<file path="src/rtl/mu0_control.sv">
// mu0_control: three-state MU0 sequencer (FETCH / EXECUTE / HALT) with a Ready memory handshake.
// Revision 1.0
`default_nettype none

module mu0_control (
  input  logic       Clk,
  input  logic       Reset,
  input  logic [3:0] F,
  input  logic       N,
  input  logic       Z,
  input  logic       Ready,
  output logic       X_sel,
  output logic       Y_sel,
  output logic       Addr_sel,
  output logic       PC_En,
  output logic       IR_En,
  output logic       Acc_En,
  output logic [1:0] M,
  output logic       Rd,
  output logic       Wr,
  output logic       Fetch,
  output logic       Halted
);

  typedef enum logic [1:0] {
    ST_FETCH   = 2'd0,
    ST_EXECUTE = 2'd1,
    ST_HALT    = 2'd2
  } state_t;

  localparam logic [1:0] M_Y    = 2'b00;
  localparam logic [1:0] M_ADD  = 2'b01;
  localparam logic [1:0] M_INC  = 2'b10;
  localparam logic [1:0] M_SUB  = 2'b11;

  state_t state_q;
  state_t state_d;
  state_t w_state;

  always_comb begin
    state_d = state_q;
    case (state_q)
      ST_FETCH: begin
        if (Ready) state_d = ST_EXECUTE;
      end
      ST_EXECUTE: begin
        if (F <= 4'd3) begin
          if (Ready) state_d = ST_FETCH;
        end else if (F == 4'd7) begin
          state_d = ST_HALT;
        end else begin
          state_d = ST_FETCH;
        end
      end
      ST_HALT:  state_d = ST_HALT;
      default:  state_d = ST_FETCH;
    endcase
  end

  always_ff @(posedge Clk) begin
    if (!Reset) state_q <= ST_FETCH;
    else        state_q <= state_d;
  end

  // While reset is held the outputs look like FETCH, with every enable and strobe masked off.
  assign w_state = Reset ? state_q : ST_FETCH;

  always_comb begin
    X_sel    = 1'b0;
    Y_sel    = 1'b0;
    Addr_sel = 1'b0;
    PC_En    = 1'b0;
    IR_En    = 1'b0;
    Acc_En   = 1'b0;
    M        = M_Y;
    Rd       = 1'b0;
    Wr       = 1'b0;
    Fetch    = (w_state == ST_FETCH);
    Halted   = (w_state == ST_HALT);
    case (w_state)
      ST_FETCH: begin
        X_sel = 1'b1;
        M     = M_INC;
        Rd    = Reset;
        IR_En = Ready & Reset;
        PC_En = Ready & Reset;
      end
      ST_EXECUTE: begin
        case (F)
          4'd0: begin
            Addr_sel = 1'b1;
            Rd       = 1'b1;
            Acc_En   = Ready;
          end
          4'd1: begin
            Addr_sel = 1'b1;
            Wr       = 1'b1;
          end
          4'd2, 4'd3: begin
            Addr_sel = 1'b1;
            Rd       = 1'b1;
            M        = (F == 4'd2) ? M_ADD : M_SUB;
            Acc_En   = Ready;
          end
          4'd4, 4'd5, 4'd6: begin
            Y_sel = 1'b1;
            PC_En = (F == 4'd4) | ((F == 4'd5) & ~N) | ((F == 4'd6) & ~Z);
          end
          default: ;
        endcase
      end
      default: ;
    endcase
  end

endmodule

`default_nettype wire
</file>
<file path="config.mk">
export PLATFORM = sky130hd
export DESIGN_NAME = mu0_control
export DESIGN_NICKNAME = d
export VERILOG_FILES = /design/src/rtl/mu0_control.sv
export SDC_FILE = /design/constraint.sdc
export NUM_CORES = 1
export LEC_CHECK = 0
export CORE_AREA = 5 5 42 44
export DETAILED_ROUTE_END_ITERATION = 6
export DIE_AREA = 0 0 47 49
export PLACE_DENSITY = 0.59
export SETUP_SLACK_MARGIN = 0.1
export SYNTH_ARGS = -nofsm -noshare
export SYNTH_HDL_FRONTEND = slang
export SYNTH_SLANG_ARGS = --single-unit
export TNS_END_PERCENT = 30
</file>
<file path="constraint.sdc">
create_clock -name Clk -period 1.54 [get_ports Clk]
set_input_delay 0.462 -clock Clk [delete_from_list [all_inputs] [get_ports Clk]]
set_output_delay 0.462 -clock Clk [all_outputs]
set_load 0.02 [all_outputs]
</file>
After elaboration in Yosys (flattened, before gate mapping)
Cells that the tools add are included.

Flip-flop bits (word level): 2. Bits in latches: 0. RAM bits: 0. ROM bits: 0. Bits of input ports: 9. Output and inout bits: 12. Logic and storage cells: 53. Memories kept: 0.

$add $sub $neg: 0. Multiply operators: 0. Div/mod/pow operators: 0. Order comparisons: 1. Equal/unequal tests: 13. Shift-type cells: 0. Multiplexer cells: 23. Bitwise logic cells: 7. Reduce and logical (&&, ||, !) cells: 8.

Operator list (number): $eq 4x3->1 const B (4); $mux 2 (7); $mux 1 (12); $eq 4x2->1 const B (2); $pmux 2 s3 (1); $reduce_or 3->1 (2); $eq 2x1->1 const B (2); $eq 2x2->1 const B (2); $eq 4x1->1 const B (1); $le 4x2->1 const B (1); $logic_not 2->1 (2); $logic_not 4->1 (1); $pmux 1 s2 (2); $pmux 2 s2 (1); $reduce_or 4->1 (1); $and 1x1->1 (3); $ne 3x3->1 const B (1); $ne 2x2->1 const B (1); $not 1->1 (2); $or 1x1->1 (2); $reduce_and 2->1 (1); $reduce_or 2->1 (1).

Depth between registers and ports, before layout
Depth after elaboration: 6. Mapped depth: 3. Depth with buffers taken out: 3.

Worst setup path after synthesis
No wires, ideal clock.

Path kind: input port to output port. Start: input F[1]. End: output Wr. Data arrival time: 1.384 ns. Data required time: 1.078 ns. Slack: -0.306 ns. Cell stages on the path: 2. Buffers on the path: 0. Cell sequence: nand2b_1 nor4b_1.

Cells in the longest elaborated chain, start to end: 3.

RTL lines: start: declaration (RTL line 8) `input logic [3:0] F,`; $eq 4x1->1 (RTL line 89) `case (F)`; $mux 1 (RTL line 89); $mux 1 (RTL line 80) `case (w_state)`; end: declaration (RTL line 20) `output logic Wr,`.

No other way between the ends.

Final worst setup path
Start: register state_q[1]. End: output Acc_En.

Cells in the longest elaborated chain, start to end: 3.

RTL lines: start: declaration (RTL line 36) `state_t state_q;`; start signal: assignment (RTL line 62) `else state_q <= state_d;`; $mux 2 (RTL line 66) `assign w_state = Reset ? state_q : ST_FETCH;`; $eq 2x1->1 (RTL line 80); $mux 1 (RTL line 80); end: declaration (RTL line 17) `output logic Acc_En,`.

No other way between the ends.

==> out/summary.txt <==
cell at the root of the clock tree = sky130_fd_sc_hd__clkbuf_4
static leakage power = 0.2872 nW
clock sinks = 2
post-synthesis simple-gate area fraction = 47.98%
number of input and output port buffers inserted = 20
kind of start point of the critical path = register
number of DRC markers in iteration 0 = 1
final worst-path cycle share = 115.7%
Critical Path RT = 1.08 ns
critical path capture point type = output port
DR WL/cell = 11.10 um
number of buffers created by CTS = 3
antenna diode count = 0
final hold violation count = 0
final worst-path setup slack = -0.2412 ns
violated checks = negative setup slack
Maximum Capacitance Violations = 0
placeable core region = 1401 um^2
sequential-to-total area share from yosys stat = 18.50%
met3 track demand over resource = 2.952%
result of the run = finished with violations
total congestion overflow = 0
Die Outline Area = 2303 um^2
H-tree depth = 1
number of global-route vias before repair = 301
global-route wire length before repair = 1276 um
mean instance size in the synthesized netlist = 7.731 um^2
total power divided by cell area = 510.2 nW/um^2
Least-Margin Pin Slew = 0.2295 ns
instance count of the mapped netlist = 28
parity-gate share of the synthesized area counting xor and xnor cells = 0%
post-synthesis adder-cell area fraction = 0%
share of cell area taken by muxes after synthesis = 4.624%
share of cells above drive strength 1 = 69.84%
Max clock buf depth = 2
count of endpoints failing setup in the final report = 9
met1 routing resource usage after global routing = 8.534%
clock-pin slew on the worst setup and hold paths = 0.03 ns
Syn Nets = 37
clock period minus worst slack = 1.781 ns
total number of vias = 336
combinational family with the most area after synthesis = simple AND/OR/NAND/NOR gates
total area of multi-input combinational cells = 212.7 um^2
Largest register FFs = 2
Util after Layout = 40.98%
1st-pass router iterations = 2
effective utilization at floorplan = 15.45%
number of cells in the finished layout apart from fillers = 79
remaining antenna violation count = 0
ratio of routed vias to standard cells = 4.253
number of unique standard cell types used by synthesis = 20
kind of path behind the tightest hold check = reg -> reg
Final Total Pwr = 0.2930 mW
critical path type = reg -> out
post-detailed-route DRC marker count = 0
accumulated negative setup slack = -1.301 ns
hold-fix buffer count after cts = 0
dpl hpwl = 686.4 um
area of all placed cells without fillers = 574.3 um^2
Synth-to-Final Area Change = 165.3%
# IOs = 21
registers with the highest flip-flop counts = state_q x2
detailed-route wire length = 877 um
maximum vdd ir drop = 0.0003554 V
Pins Over Slew Limit = 0
number of antenna violations at the first check in global routing = 0
met2 routing resource usage after global routing = 11.31%
All-Layer GR Usage = 7.454%
Max Fclk = 561.4 MHz
complex-gate fraction of the synthesized area = 25.43%
overall die height = 49 um
worst-case setup slack after placement = -1.119 ns
fin nets = 74
warning count from the yosys run = 0
top register by number of flip-flops = state_q
worst slack on hold paths = 0.5475 ns
later-pin clock latency in the skew report = 0.22 ns
arrival time of the worst setup path = 1.32 ns
die extent in x = 47 um
filler instances = 158
combined area of all synthesized cells = 216.5 um^2
pin count of the biggest net entering global routing = 7
CTS tree = yes
global route hottest layer = met2
largest driver fanout on the critical path = 4
unrepaired setup endpoints after global routing = true
Row Count = 14
Synth Register Bits = 2
area post-placement = 515.5 um^2
FF/Latch Area = 41.29 um^2
relative slew slack = 84.58%
Post-Place Cells = 73
routability congestion estimate = 0.6665
Clock Skew = 0.0004878 ns
-- Yosys cell counts, drive strengths merged --
library cell / instances / area [um^2]
a22o: 1 / 8.760
nor3: 1 / 5.000
o31a: 1 / 10.01
dfxtp: 2 / 40.04
o32ai: 1 / 8.760
and2: 1 / 6.260
nor2: 4 / 15.01
nand2: 2 / 7.510
nand3b: 1 / 7.510
buf: 1 / 7.510
o21bai: 1 / 7.510
and3: 2 / 12.51
and3b: 1 / 8.760
nor4b: 1 / 8.760
a21oi: 2 / 10.01
nor3b: 2 / 26.28
o21ai: 2 / 10.01
nand2b: 1 / 6.260
mux2i: 1 / 10.01
-- cell usage in the layout, fill, tap and decap left out, drive strengths merged --
| cell | synthesis | routed |
|---|---|---|
| and3 | 2 | 2 |
| o32ai | 1 | 1 |
| nand2 | 2 | 2 |
| o21ai | 2 | 2 |
| nand3b | 1 | 1 |
| o31a | 1 | 1 |
| o21bai | 1 | 1 |
| buf | 1 | 30 |
| nor4b | 1 | 1 |
| and2 | 1 | 1 |
| dlymetal6s2s | 0 | 2 |
| mux2i | 1 | 1 |
| nor3b | 2 | 2 |
| dlygate4sd2 | 0 | 1 |
| and3b | 1 | 1 |
| nor3 | 1 | 1 |
| a21oi | 2 | 2 |
| dfxtp | 2 | 2 |
| nor2 | 4 | 4 |
| a22o | 1 | 1 |
| nand2b | 1 | 1 |
| clkbuf | 0 | 3 |
-- critical path, cell delays in order (launching register included) --
cell                      delay (ns)
sky130_fd_sc_hd__dfxtp_1        0.29
sky130_fd_sc_hd__and3b_2        0.24
sky130_fd_sc_hd__nor3b_4        0.23
sky130_fd_sc_hd__and3_4         0.22
sky130_fd_sc_hd__buf_6          0.11
-- worst paths after layout --
| kind | to | slack, ns | cells after the start | startpoint |
|---|---|---|---|---|
| max | Acc_En | -0.24 | 4 | state_q[1]$_SDFFE_PN0P_ |
| min | state_q[0]$_SDFFE_PN0P_ | 0.55 | 2 | state_q[1]$_SDFFE_PN0P_ |
| max reg2reg | state_q[1]$_SDFFE_PN0P_ | 0.37 | 4 | state_q[1]$_SDFFE_PN0P_ |
| min reg2reg | state_q[0]$_SDFFE_PN0P_ | 0.55 | 2 | state_q[1]$_SDFFE_PN0P_ |
-- kinds of logic after synthesis --
kind of cell	after synthesis
AOI/OAI and AO/OA	8
buffers and inverters	1
DFF	2
muxes	1
and+or+nand+nor	16
-- where the power goes --
group	leakage (nW)	switching (mW)	internal, mW
combinational	0.257	0.0517	0.0679
sequential	0.0167	0.00127	0.0545
clock	0.0138	0.0314	0.0862
total	0.287	0.0844	0.209
-- repair_timing --
action                                  4_1_cts  5_1_grt
endpoints found under the setup margin       13       12
pin swaps                                     5       13
gates resized for setup                      70       36
endpoints found under the hold margin         0        0
setup buffers                                 1        2
-- cell type report --
class	count	share of cell area, %
repair buffers	33	48.37
multi-input cells	25	37.04
flip-flops and latches	2	7.190
clock buffers	3	3.922
well taps	16	3.486
-- metal layers --
layer  wire length, um  vias to the layer above
li1                  -                      178
met1               354                      149
met2               452                        9
met3                70                        0
met4                 0                        0
met5                 0                        -
Power figures use the tool's default switching activity.
